File: src/rtl/fetch_stage_pkg.sv
// Shared constants and types for the fetch stage and CP0: reset and vector
// addresses, the instruction memory window and the ExcCode values.
package fetch_stage_pkg;

  localparam logic [31:0] PC_RESET = 32'h0000_3000;
  localparam logic [31:0] EXC_VEC  = 32'h0000_4180;
  localparam logic [31:0] IM_BASE  = 32'h0000_3000;
  localparam logic [31:0] IM_BYTES = 32'h0000_4000;
  localparam logic [31:0] NOP      = 32'h0000_0000;

  // ExcCode values as written into CP0 Cause
  localparam logic [4:0] EXC_NONE = 5'd0;
  localparam logic [4:0] EXC_INT  = 5'd0;
  localparam logic [4:0] EXC_ADEL = 5'd4;
  localparam logic [4:0] EXC_ADES = 5'd5;
  localparam logic [4:0] EXC_SYS  = 5'd8;
  localparam logic [4:0] EXC_RI   = 5'd10;
  localparam logic [4:0] EXC_OV   = 5'd12;

  // Next-PC source, listed from highest to lowest priority
  typedef enum logic [2:0] {
    NPC_EXC,
    NPC_ERET,
    NPC_HOLD,
    NPC_BRANCH,
    NPC_SEQ
  } npc_sel_e;

  // Contents of the F/D pipeline register (pc8 is derived alongside)
  typedef struct packed {
    logic [31:0] instr;
    logic [31:0] pc;
    logic        bd;
    logic [4:0]  exc_code;
    logic        valid;
  } fd_t;

  // True when a fetch address is misaligned or outside [base, base+bytes).
  // The upper bound is formed in 33 bits so a window touching 2^32 cannot wrap.
  function automatic logic fetch_addr_bad(input logic [31:0] addr,
                                          input logic [31:0] base,
                                          input logic [31:0] bytes);
    logic [32:0] limit;
    limit = {1'b0, base} + {1'b0, bytes};
    return (addr[1:0] != 2'b00) || (addr < base) || ({1'b0, addr} >= limit);
  endfunction

endpackage

File: src/rtl/fetch_stage_pipe_reg_fd.sv
// F/D pipeline register: async reset, load enable and a synchronous flush
// that turns the slot into a bubble tagged with the redirect address.
module pipe_reg_fd
  import fetch_stage_pkg::*;
#(
  parameter logic [31:0] RESET_PC = PC_RESET
) (
  input  logic        clk,
  input  logic        reset,
  input  logic        en,
  input  logic        flush,
  input  logic [31:0] flush_pc,
  input  fd_t         d,
  output fd_t         q,
  output logic [31:0] pc8_q
);

  fd_t         q_reg;
  logic [31:0] pc8_reg;

  // Register update: reset to a bubble, flush to a bubble, or load the fetch
  always_ff @(posedge clk or posedge reset) begin
    if (reset) begin
      q_reg.instr    <= NOP;
      q_reg.pc       <= RESET_PC;
      q_reg.bd       <= 1'b0;
      q_reg.exc_code <= EXC_NONE;
      q_reg.valid    <= 1'b0;
      pc8_reg        <= RESET_PC + 32'd8;
    end else if (en) begin
      if (flush) begin
        q_reg.instr    <= NOP;
        q_reg.pc       <= flush_pc;
        q_reg.bd       <= 1'b0;
        q_reg.exc_code <= EXC_NONE;
        q_reg.valid    <= 1'b0;
        pc8_reg        <= flush_pc + 32'd8;
      end else begin
        q_reg   <= d;
        pc8_reg <= d.pc + 32'd8;
      end
    end
  end

  assign q     = q_reg;
  assign pc8_q = pc8_reg;

endmodule

File: src/rtl/fetch_stage.sv
// Fetch stage: PC register, next-PC priority mux (exception, eret, stall,
// branch, sequential) and fetch address check feeding the F/D register.
module fetch_stage
  import fetch_stage_pkg::*;
#(
  parameter logic [31:0] PC_RESET_P = PC_RESET,
  parameter logic [31:0] EXC_VEC_P  = EXC_VEC,
  parameter logic [31:0] IM_BASE_P  = IM_BASE,
  parameter logic [31:0] IM_BYTES_P = IM_BYTES
) (
  input  logic        clk,
  input  logic        reset,
  output logic [31:0] pc_f,
  input  logic [31:0] instr_im,
  input  logic        stall,
  input  logic        branch_taken,
  input  logic [31:0] branch_target,
  input  logic        is_branch_d,
  input  logic        eret,
  input  logic [31:0] epc,
  input  logic        exc_req,
  output logic [31:0] instr_d,
  output logic [31:0] pc_d,
  output logic [31:0] pc8_d,
  output logic        bd_d,
  output logic [4:0]  exc_code_d,
  output logic        valid_d
);

  logic [31:0] pc_reg;
  logic [31:0] pc_next;
  npc_sel_e    npc_sel;
  logic        fetch_bad;
  logic        fd_en;
  logic        fd_flush;
  fd_t         fd_d;
  fd_t         fd_q;

  // Choose the next-PC source; exception beats eret beats stall beats branch
  always_comb begin
    npc_sel = NPC_SEQ;
    if (exc_req)           npc_sel = NPC_EXC;
    else if (eret)         npc_sel = NPC_ERET;
    else if (stall)        npc_sel = NPC_HOLD;
    else if (branch_taken) npc_sel = NPC_BRANCH;
  end

  // Next-PC value for the selected source; sequential fetch wraps mod 2^32
  always_comb begin
    pc_next = pc_reg + 32'd4;
    case (npc_sel)
      NPC_EXC:    pc_next = EXC_VEC_P;
      NPC_ERET:   pc_next = epc;
      NPC_HOLD:   pc_next = pc_reg;
      NPC_BRANCH: pc_next = branch_target;
      default:    pc_next = pc_reg + 32'd4;
    endcase
  end

  // PC register
  always_ff @(posedge clk or posedge reset) begin
    if (reset) pc_reg <= PC_RESET_P;
    else       pc_reg <= pc_next;
  end

  assign pc_f = pc_reg;

  // What the F/D register would capture this edge. A bad fetch address is
  // delivered as a valid AdEL slot carrying the faulting PC for CP0; the
  // delay-slot tag comes from the branch in D, taken or not.
  always_comb begin
    fetch_bad     = fetch_addr_bad(pc_reg, IM_BASE_P, IM_BYTES_P);
    fd_d.instr    = fetch_bad ? NOP : instr_im;
    fd_d.pc       = pc_reg;
    fd_d.bd       = branch_taken | is_branch_d;
    fd_d.exc_code = fetch_bad ? EXC_ADEL : EXC_NONE;
    fd_d.valid    = 1'b1;
  end

  // Exception and eret redirects must squash the slot even during a stall
  assign fd_flush = exc_req | eret;
  assign fd_en    = ~stall | fd_flush;

  pipe_reg_fd #(
    .RESET_PC (PC_RESET_P)
  ) u_pipe_reg_fd (
    .clk      (clk),
    .reset    (reset),
    .en       (fd_en),
    .flush    (fd_flush),
    .flush_pc (pc_next),
    .d        (fd_d),
    .q        (fd_q),
    .pc8_q    (pc8_d)
  );

  assign instr_d    = fd_q.instr;
  assign pc_d       = fd_q.pc;
  assign bd_d       = fd_q.bd;
  assign exc_code_d = fd_q.exc_code;
  assign valid_d    = fd_q.valid;

endmodule

File: config.mk
export PLATFORM = sky130hd
export DESIGN_NAME = fetch_stage
export DESIGN_NICKNAME = d
export VERILOG_FILES = /design/src/rtl/fetch_stage_pkg.sv /design/src/rtl/fetch_stage_pipe_reg_fd.sv /design/src/rtl/fetch_stage.sv
export SDC_FILE = /design/constraint.sdc
export NUM_CORES = 1
export LEC_CHECK = 0
export CAP_MARGIN = 20
export CELL_PAD_IN_SITES_DETAIL_PLACEMENT = 1
export CELL_PAD_IN_SITES_GLOBAL_PLACEMENT = 1
export CORE_MARGIN = 3
export CORE_UTILIZATION = 36
export CTS_CLUSTER_SIZE = 8
export DETAILED_ROUTE_END_ITERATION = 10
export GPL_TIMING_DRIVEN = 0
export PLACE_DENSITY_LB_ADDON = 0.15
export SLEW_MARGIN = 20
export SYNTH_ARGS = -nofsm -noshare
export SYNTH_HDL_FRONTEND = slang
export SYNTH_HIERARCHICAL = 1
export SYNTH_SLANG_ARGS = --single-unit
File: constraint.sdc
create_clock -name clk -period 4.8 [get_ports clk]
set_clock_uncertainty 0.2 [all_clocks]
set_input_delay 0.48 -clock clk [delete_from_list [all_inputs] [get_ports clk]]
set_output_delay 0.48 -clock clk [all_outputs]
set_load 0.1 [all_outputs]
; ---- Word-level counts from Yosys, hierarchy flattened
; Index checks and enable logic that the tools add are counted.
[word_totals]
register_bits = 135
output_inout_bits = 135
elab_cells = 32
[op_classes]
addsub = 3
n_lt_le_gt_ge = 2
eq_ne = 3
mux = 9
bitwise = 4
n_reduce_logical = 4
[op_table]
columns = cell, n
row1 = 32-bit one-hot mux with 4 select lines, 1
row2 = 71-bit two-way mux, 1
row3 = "32-bit by 4-bit adder with 32-bit output, second input constant", 2
row4 = 32-bit two-way mux, 2
row5 = "32-bit by 3-bit adder with 32-bit output, second input constant", 1
row6 = "32-bit by 15-bit greater-or-equal comparator with 1-bit output, second input constant", 1
row7 = "32-bit by 14-bit < comparator with 1-bit output, second input constant", 1
row8 = 3-bit two-way mux, 5
row9 = "3-bit by 2-bit == test with 1-bit output, second input constant", 2
row10 = "3-bit by 1-bit == test with 1-bit output, second input constant", 1
row11 = 3-bit zero test, 1
row12 = 1-bit bitwise OR, 3
row13 = 1-bit logical OR, 2
row14 = 2-bit nonzero test, 1
row15 = 1-bit inverter, 1

; ---- Depth between registers and ports, before layout
; Gate-level depths: netlist of the first run.
[depth]
ltp_word = 8
depth_mapped = 15
ltp_nobuf = 12

; ---- By module
; Netlist of the first run, hierarchy kept.
[by_module_without_submodules]
columns = module, n_inst, cells_per_inst, area_each_um2
row1 = pipe_reg_fd, 1, 440, 4814.6
row2 = fetch_stage, 1, 350, 2840.2

; ---- Worst setup path after synthesis of the first run
; OpenSTA, ideal clock, no wires.
[synth_timing]
path_kind = input to register
from = input port exc_req
to = register u_pipe_reg_fd.pc8_reg[29], in the netlist u_pipe_reg_fd/pc8_q[29]
setup_time_ps = 120
t_arrival_ps = 3953
slack_ps = 527
path_stages = 15
path_cell_list = clkbuf_1 -> or2_1 -> buf_6 -> buf_6 -> buf_2 -> buf_2 -> buf_2 -> buf_2 -> mux2_2 -> ha_1 -> inv_1 -> a211o_1 -> or4_4 -> or4_1 -> a31o_1
[synth_via]
elab_cells_between_ends = 10
classes_between = 1 x add/sub / 3 x eq/ne / 3 x mux / 2 x bitwise / 1 x reduce/logical
[synth_rtl]
columns = element, line_no
row1 = "start, declared", fetch_stage.sv:21  ; input logic exc_req,
row2 = 1-bit bitwise OR *, fetch_stage.sv:81  ; assign fd_flush = exc_req | eret;
row3 = named net fd_flush, fetch_stage.sv:35  ; logic fd_flush;
row4 = 32-bit two-way mux / 1-bit bitwise OR (equally long branches), "fetch_stage_pipe_reg_fd.sv:31, fetch_stage.sv:82"
row5 = "end signal, assigned", fetch_stage_pipe_reg_fd.sv:29  ; pc8_reg <= RESET_PC + 32'd8;
row6 = "end signal, assigned", fetch_stage_pipe_reg_fd.sv:37  ; pc8_reg <= flush_pc + 32'd8;
row7 = "end signal, assigned", fetch_stage_pipe_reg_fd.sv:40  ; pc8_reg <= d.pc + 32'd8;
row8 = "end, declared", fetch_stage_pipe_reg_fd.sv:19  ; logic [31:0] pc8_reg;
; Mark *: on every way through the listed nets, which the timed path passes. The rest lies on a longest branch.
; A chain may end at the register's enable or synchronous reset.

; ---- Worst setup path after layout of the first run
[layout_timing]
from = input port stall
to = register u_pipe_reg_fd.pc8_reg[29], in the netlist u_pipe_reg_fd/pc8_q[29]
[layout_via]
elab_chain_cells = 7
elab_cells_between_ends = 12
classes_between = 1 x add/sub / 3 x eq/ne / 5 x mux / 2 x bitwise / 1 x reduce/logical
[layout_rtl]
columns = element, line_no
row1 = "start, declared", fetch_stage.sv:15  ; input logic stall,
row2 = 3-bit two-way mux *, fetch_stage.sv:44  ; else if (stall) npc_sel = NPC_HOLD;
row3 = 3-bit two-way mux *, fetch_stage.sv:43  ; else if (eret) npc_sel = NPC_ERET;
row4 = 3-bit two-way mux *, fetch_stage.sv:42  ; if (exc_req) npc_sel = NPC_EXC;
row5 = "3-bit by 2-bit == test with 1-bit output, or another cell as far along", fetch_stage.sv:51  ; case (npc_sel)
row6 = 32-bit one-hot mux with 4 select lines *, fetch_stage.sv:51
row7 = named net pc_next[3], fetch_stage.sv:31  ; logic [31:0] pc_next;
row8 = 32-bit by 4-bit adder with 32-bit output *, fetch_stage_pipe_reg_fd.sv:37
row9 = 32-bit two-way mux *, fetch_stage_pipe_reg_fd.sv:31  ; if (flush) begin
; Marks and branches as above.

==> out/metrics.cfg, run 1 <==
[clock_tree]
clk_pin_slew_ns = 0.06
cts_root_buffer = clkbuf_16
cts_sinks = 132
htreeDepth = 4
cts_made_buffers = 17
cts_tree = built
clock_latency_ns = 0.42
max-clock-path-buffers = 2

[timing]
setup_ws_ns = 0.0495
period_needed_ns = 4.75
worst_pin_slew_ns = 1.04
hold_violations = 0
fin_crit_sh_pct = 99.0
setup_viol = 0
fmax_mhz = 211
whs_ns = 0.283
maxSlewHeadroom_pct = 30.5
maxSlewViolCount = 0

[worst_setup_path]
crit_type = input port to flip-flop
cp.arrival_ns = 4.86
max_stage_delay_ns = 0.60
crit_cells = 13
crit_path_end_kind = flip-flop
crit_path_start_kind = input port
worstPathCellList = clkdlybuf4s50_1 > nor4_2 > clkbuf_4 > buf_2 > a221oi_1 > a21oi_1 > mux2_2 > ha_1 > inv_1 > a211o_1 > or4_4 > or4_1 > a31o_1
critPathTopFamily = simple AND/OR/NAND/NOR gates
required_ns = 4.91
r2r_cells = 10
cp.buffers_inverters = 4
critPathMaxFanout = 10
crit_slowest_cell = clkdlybuf4s50_1

[logic_synthesis]
synth_edf_count = 0
yosysTopAreaCellShare_pct = 40.9
yosysWarningCount = 6
ys_seq_area_share_pct = 43.3
synth_seq_cells = 132
synth_area_mm2 = 0.00765
ys.flop_type = dfrtp_1
synth.most_common_cell = dfrtp_1
postSynthCellCount = 790
async_flop_share_pct = 100
synth.top_cells.by_area = dfrtp_1 41%, a22o_1 4.9%, buf_4 3.7%
synth.avg_cell_area_um2 = 9.69
synth_cell_types = 75
synth_common_cells = 125 x dfrtp_1, 61 x nor2_1, 53 x a21oi_1
synth_area_leader_cell = dfrtp_1

[floorplan]
die_x_um = 152
die_area_mm2 = 0.0230
coreArea_mm2 = 0.0206
die_y_um = 152
ios = 238
start_util_pct = 37.2
num_rows = 52

[layout]
largest_reg_flops = 71
layout-drive-gt1-share_pct = 14.2
fill_cells = 2285
nNetsFinal = 1161
final_cells = 1337
syn_to_final_growth_pct = 45.8
n_antenna_cell = 0
final_area_mm2 = 0.0112

[min_path]
whs_path_depth = 1
holdCritPathClass = flip-flop to flip-flop

[global_routing]
gr-usage-all-layers_pct = 26.0
grt_start_max_net_pins = 63
first_global_vias = 7977
overflow = 0
grt_first_pass_wirelength_um = 47600
antenna_found_initial = 0

[detailed_routing]
vias = 7583
routedWlPerCell_um = 22.9
drc = 0
postRouteAntennaNets = 0
drt_iter0_drc = 689
viasPerCell = 5.67
routed_wirelength_um = 30700
drt-pass1-iter-count = 7

[place]
place_ws_ns = -1.14
dp_hpwl_um = 22500
port_buffers = 237
placed_area_mm2 = 0.0104
dp_cells = 1302
place_congestion = 0.877

[outcome]
status = finished, final reports clean

[pwr]
p_total_w = 0.00402
ir_worst_vdd_mv = 0.274
static-leakage-power_nw = 4.69
power_density_mw_per_mm2 = 360

[flow_run]
drv_cap = 0

-- per-stage QoR --
step | utilization [%] | TNS (ns)
3_3_place_gp | 50.5 | -41.93
3_5_place_dp | 50.7 | -12.30
6_report | 54.3 | 0
5_1_grt | 54.3 | -0.0550
2_1_floorplan | - | 0
4_1_cts | 54.0 | 0
-- power breakdown --
part           internal, W  switching, W  total [W]
Clock             0.000931      0.000542    0.00147
Sequential         0.00120     0.0000935    0.00129
Combinational     0.000359      0.000898    0.00126
Total              0.00248       0.00153    0.00402
-- worst paths after layout --
check                                           to  slack (ns)           startpoint
max                        u_pipe_reg_fd/pc8_q[29]        0.05                stall
min                            u_pipe_reg_fd/q[27]        0.28  u_pipe_reg_fd/q[27]
max reg2reg                u_pipe_reg_fd/pc8_q[24]        0.54              pc_f[8]
min reg2reg                    u_pipe_reg_fd/q[27]        0.28  u_pipe_reg_fd/q[27]
max in group asynchronous      u_pipe_reg_fd/q[19]        3.42                reset
min in group asynchronous       u_pipe_reg_fd/q[7]        0.30                reset
-- repair_timing --
action | in CTS | in global routing
cloned | 0 | 0
pin swaps | 2 | 0
hold buffers | 0 | 0
buffers inserted | 2 | 3
resized for setup | 11 | 11
endpoints found under the setup margin | 16 | 10
-- cells in the final DEF (no fill, tap or decap), types with 6 or more instances in the layout --
cell               n
mux2_2            22
o211ai_1           7
nor3_1            18
and2_1            33
nor2b_1            6
a22oi_1           10
nand2_1           41
buf_4             45
nand3_1           25
dfrtp_1          125
clkbuf_1          25
xnor2_1            6
nor4_1             9
or2_2              6
o21a_1            13
xor2_1            17
a22o_1            43
nand3b_1           6
clkdlybuf4s50_1  236
a221oi_1           6
buf_2              8
nand4_1           17
mux2i_1           26
a21oi_1           52
dfstp_2            7
buf_6              7
a221o_1            6
o21ai_0           20
a31oi_1            6
clkbuf_16         17
inv_1             13
nor2_1            60
o31ai_1            6
-- layer usage --
metal | track usage (%) | vias to the layer above | routed length (um)
met5 | 0 | - | 0
met4 | 6.12 | 0 | 535
met3 | 5.80 | 35 | 1910
met2 | 41.5 | 309 | 14400
met1 | 36.1 | 3817 | 13800
li1 | - | 3422 | -
-- layout make-up --
class / count / area, um^2 / area share, %
clock inverter: 13 / 220 / 1.97
timing repair buffer: 244 / 2440 / 21.9
buffer: 85 / 541 / 4.84
tap: 270 / 338 / 3.03
multi-input combinational: 559 / 3810 / 34.1
clock buffer: 18 / 429 / 3.85
inverter: 16 / 65.1 / 0.583
sequential: 132 / 3310 / 29.7
-- logic make-up after synthesis --
family                   Yosys count  share of synthesized area, %
AND/OR/NAND/NOR                  260                          18.6
adder cells (fa/ha/maj)            3                         0.490
AO/OA/AOI/OAI                    219                          20.5
buffers and inverters            102                          7.55
XOR/XNOR                          23                          2.63
flip-flops                       132                          43.3
multiplexers                      49                          6.82
other                              2                        0.0981
Note: power is estimated with default switching activity, not from simulation.
==> run 2: changes to the inputs <==
Settings changed: RECOVER_POWER from default to 25.
Clock period 4.8 ns to 4.4 ns, I/O delays scaled along.
==> out/metrics.cfg, run 2 (same netlist as run 1, synthesis figures left out) <==
[outcome]
status = finished, violations left  ; was finished, final reports clean
violations = capacitance limit, slew limit

[pwr]
seqPwrFrac_pct = 32.1  ; about the same
static-leakage-power_nw = 4.70  ; was 4.69 nW
ir_worst_vdd_mv = 0.299  ; was 0.274 mV
power_density_mw_per_mm2 = 392  ; was 360 mW/mm^2
p_int_w = 0.00271  ; was 0.00248 W
combPwrFrac_pct = 31.3  ; about the same
pwr-share-clk_pct = 36.6  ; about the same
p_sw_w = 0.00168  ; was 0.00153 W
p_sw_share_pct = 38.2  ; about the same

[layout]
fill_cells = 2290  ; was 2285
final_common_cell = clkdlybuf4s50_1  ; unchanged
fin_util_pct = 54.4  ; was 54.3%
syn_to_final_growth_pct = 46.2  ; was 45.8%
largest_reg_flops = 71  ; unchanged
final_cells = 1336  ; was 1337
final_cell_mix = 232 x clkdlybuf4s50_1, 125 x dfrtp_1, 60 x nor2_1  ; was 236 x clkdlybuf4s50_1, 125 x dfrtp_1, 60 x nor2_1
nNetsFinal = 1160  ; was 1161
layout-drive-gt1-share_pct = 14.5  ; was 14.2%
final_area_mm2 = 0.0112  ; about the same
n_antenna_cell = 0  ; unchanged

[floorplan]
die_area_mm2 = 0.0230  ; unchanged
ios = 238  ; unchanged
num_rows = 52  ; unchanged
start_util_pct = 37.2  ; unchanged
die_y_um = 152  ; unchanged
coreArea_mm2 = 0.0206  ; unchanged
die_x_um = 152  ; unchanged

[global_routing]
grt_start_max_net_pins = 63  ; unchanged
gr-usage-all-layers_pct = 26.1  ; was 26.0%
antenna_found_initial = 0  ; unchanged
overflow = 0  ; unchanged
grt_first_pass_wirelength_um = 47900  ; was 47600 um
first_global_vias = 8019  ; was 7977

[detailed_routing]
drc = 0  ; unchanged
routed_wirelength_um = 30800  ; was 30700 um
viasPerCell = 5.67  ; about the same
vias = 7573  ; was 7583
routedWlPerCell_um = 23.0  ; was 22.9 um
drt-pass1-iter-count = 8  ; was 7
postRouteAntennaNets = 0  ; unchanged
drt_iter0_drc = 654  ; was 689

[worst_setup_path]
cp.arrival_ns = 4.38  ; was 4.86 ns
critPathMaxFanout = 10  ; unchanged
cp.buffers_inverters = 9  ; was 4
critPathTopFamily = buffers and inverters  ; was simple AND/OR/NAND/NOR gates
crit_path_start_kind = input port  ; unchanged
crit_path_frequent_cell = buf_6
max_stage_delay_ns = 0.58  ; was 0.60 ns
crit_path_end_kind = flip-flop  ; unchanged
crit_type = input port to flip-flop  ; unchanged
required_ns = 4.51  ; was 4.91 ns
crit_slowest_cell = or4_4  ; was clkdlybuf4s50_1
worstPathCellList = dlygate4sd2_1 > buf_6 > or2_1 > buf_6 > buf_6 > buf_6 > buf_6 > buf_6 > buf_8 > mux2_2 > ha_2 > inv_1 > a211o_1 > or4_4 > or4_1 > a31o_1  ; was clkdlybuf4s50_1 > nor4_2 > clkbuf_4 > buf_2 > a221oi_1 > a21oi_1 > mux2_2 > ha_1 > inv_1 > a211o_1 > or4_4 > or4_1 > a31o_1

[clock_tree]
htreeDepth = 4  ; unchanged
cts_root_buffer = clkbuf_16  ; unchanged
cts_tree = built  ; unchanged
max-clock-path-buffers = 2  ; unchanged
cts_sinks = 132  ; unchanged
clock_latency_ns = 0.42  ; about the same
clk_pin_slew_ns = 0.06  ; about the same
cts_made_buffers = 17  ; unchanged

[place]
dp_cells = 1302  ; unchanged
port_buffers = 237  ; unchanged
place_congestion = 0.877  ; unchanged
dp_hpwl_um = 22500  ; unchanged
place_ws_ns = -1.50  ; was -1.14 ns
placed_area_mm2 = 0.0104  ; unchanged

[timing]
setup_ws_ns = 0.139  ; was 0.0495 ns
worst_pin_slew_ns = 1.87  ; was 1.04 ns
setup_viol = 0  ; unchanged
fin_crit_sh_pct = 96.8
whs_ns = 0.283  ; about the same
maxSlewHeadroom_pct = -25.1  ; was 30.5%
maxSlewViolCount = 103  ; was 0
fmax_mhz = 235
hold_violations = 0  ; unchanged
period_needed_ns = 4.26

[min_path]
holdCritPathClass = flip-flop to flip-flop  ; unchanged

[flow_run]
drv_cap = 2  ; was 0

run 2: layout make-up:
type,count,area [um^2],share of cell area (%)
buffer,86,574,5.13
clock buffer,18,429,3.83
clock inverter,13,220,1.97
inverter,16,61.3,0.548
multi-input combinational,559,3860,34.5
sequential,132,3310,29.6
tap,270,338,3.02
timing repair buffer,242,2400,21.4
run 2: through the flow:
step	TNS, ns	total power [W]
global route	-0.00348	0.00453
CTS	0	0.00441
finish	0	0.00439
global placement	-85.26	0.00277
detailed placement	-21.48	0.00278
floorplan	0	0.00236
run 2: what timing repair did:
action	4_1_cts	5_1_grt
endpoints found under the setup margin	23	4
gates resized for setup	34	8
hold buffers	0	0
pin swaps	2	0
setup buffers	3	0
run 2: power by group through the flow:
stage / clock (W) / sequential (W) / combinational [W]
final: 0.00161 / 0.00141 / 0.00137
after global routing: 0.00168 / 0.00142 / 0.00143
after CTS: 0.00162 / 0.00141 / 0.00138
after detailed placement: 0 / 0.00142 / 0.00136
after global placement: 0 / 0.00142 / 0.00134
after floorplan: 0 / 0.00187 / 0.000482
run 2: final timing paths:
| check | from | to | slack [ns] | cells after the start |
|---|---|---|---|---|
| max | eret | u_pipe_reg_fd/pc8_q[29] | 0.14 | 16 |
| min | u_pipe_reg_fd/q[27] | u_pipe_reg_fd/q[27] | 0.28 | 1 |
| max reg2reg | pc_f[8] | u_pipe_reg_fd/pc8_q[29] | 0.18 | 10 |
| min reg2reg | u_pipe_reg_fd/q[27] | u_pipe_reg_fd/q[27] | 0.28 | 1 |
| max in group asynchronous | reset | u_pipe_reg_fd/pc8_q[29] | 0.95 | 3 |
| min in group asynchronous | reset | pc_f[7] | 0.70 | 2 |
run 2: per-layer routing:
layer | routed length, um | global-route usage [%] | up-vias
met3 | 2000 | 6.00 | 30
met2 | 14500 | 41.7 | 293
li1 | - | - | 3426
met5 | 0 | 0 | -
met1 | 13700 | 36.1 | 3824
met4 | 534 | 6.64 | 0
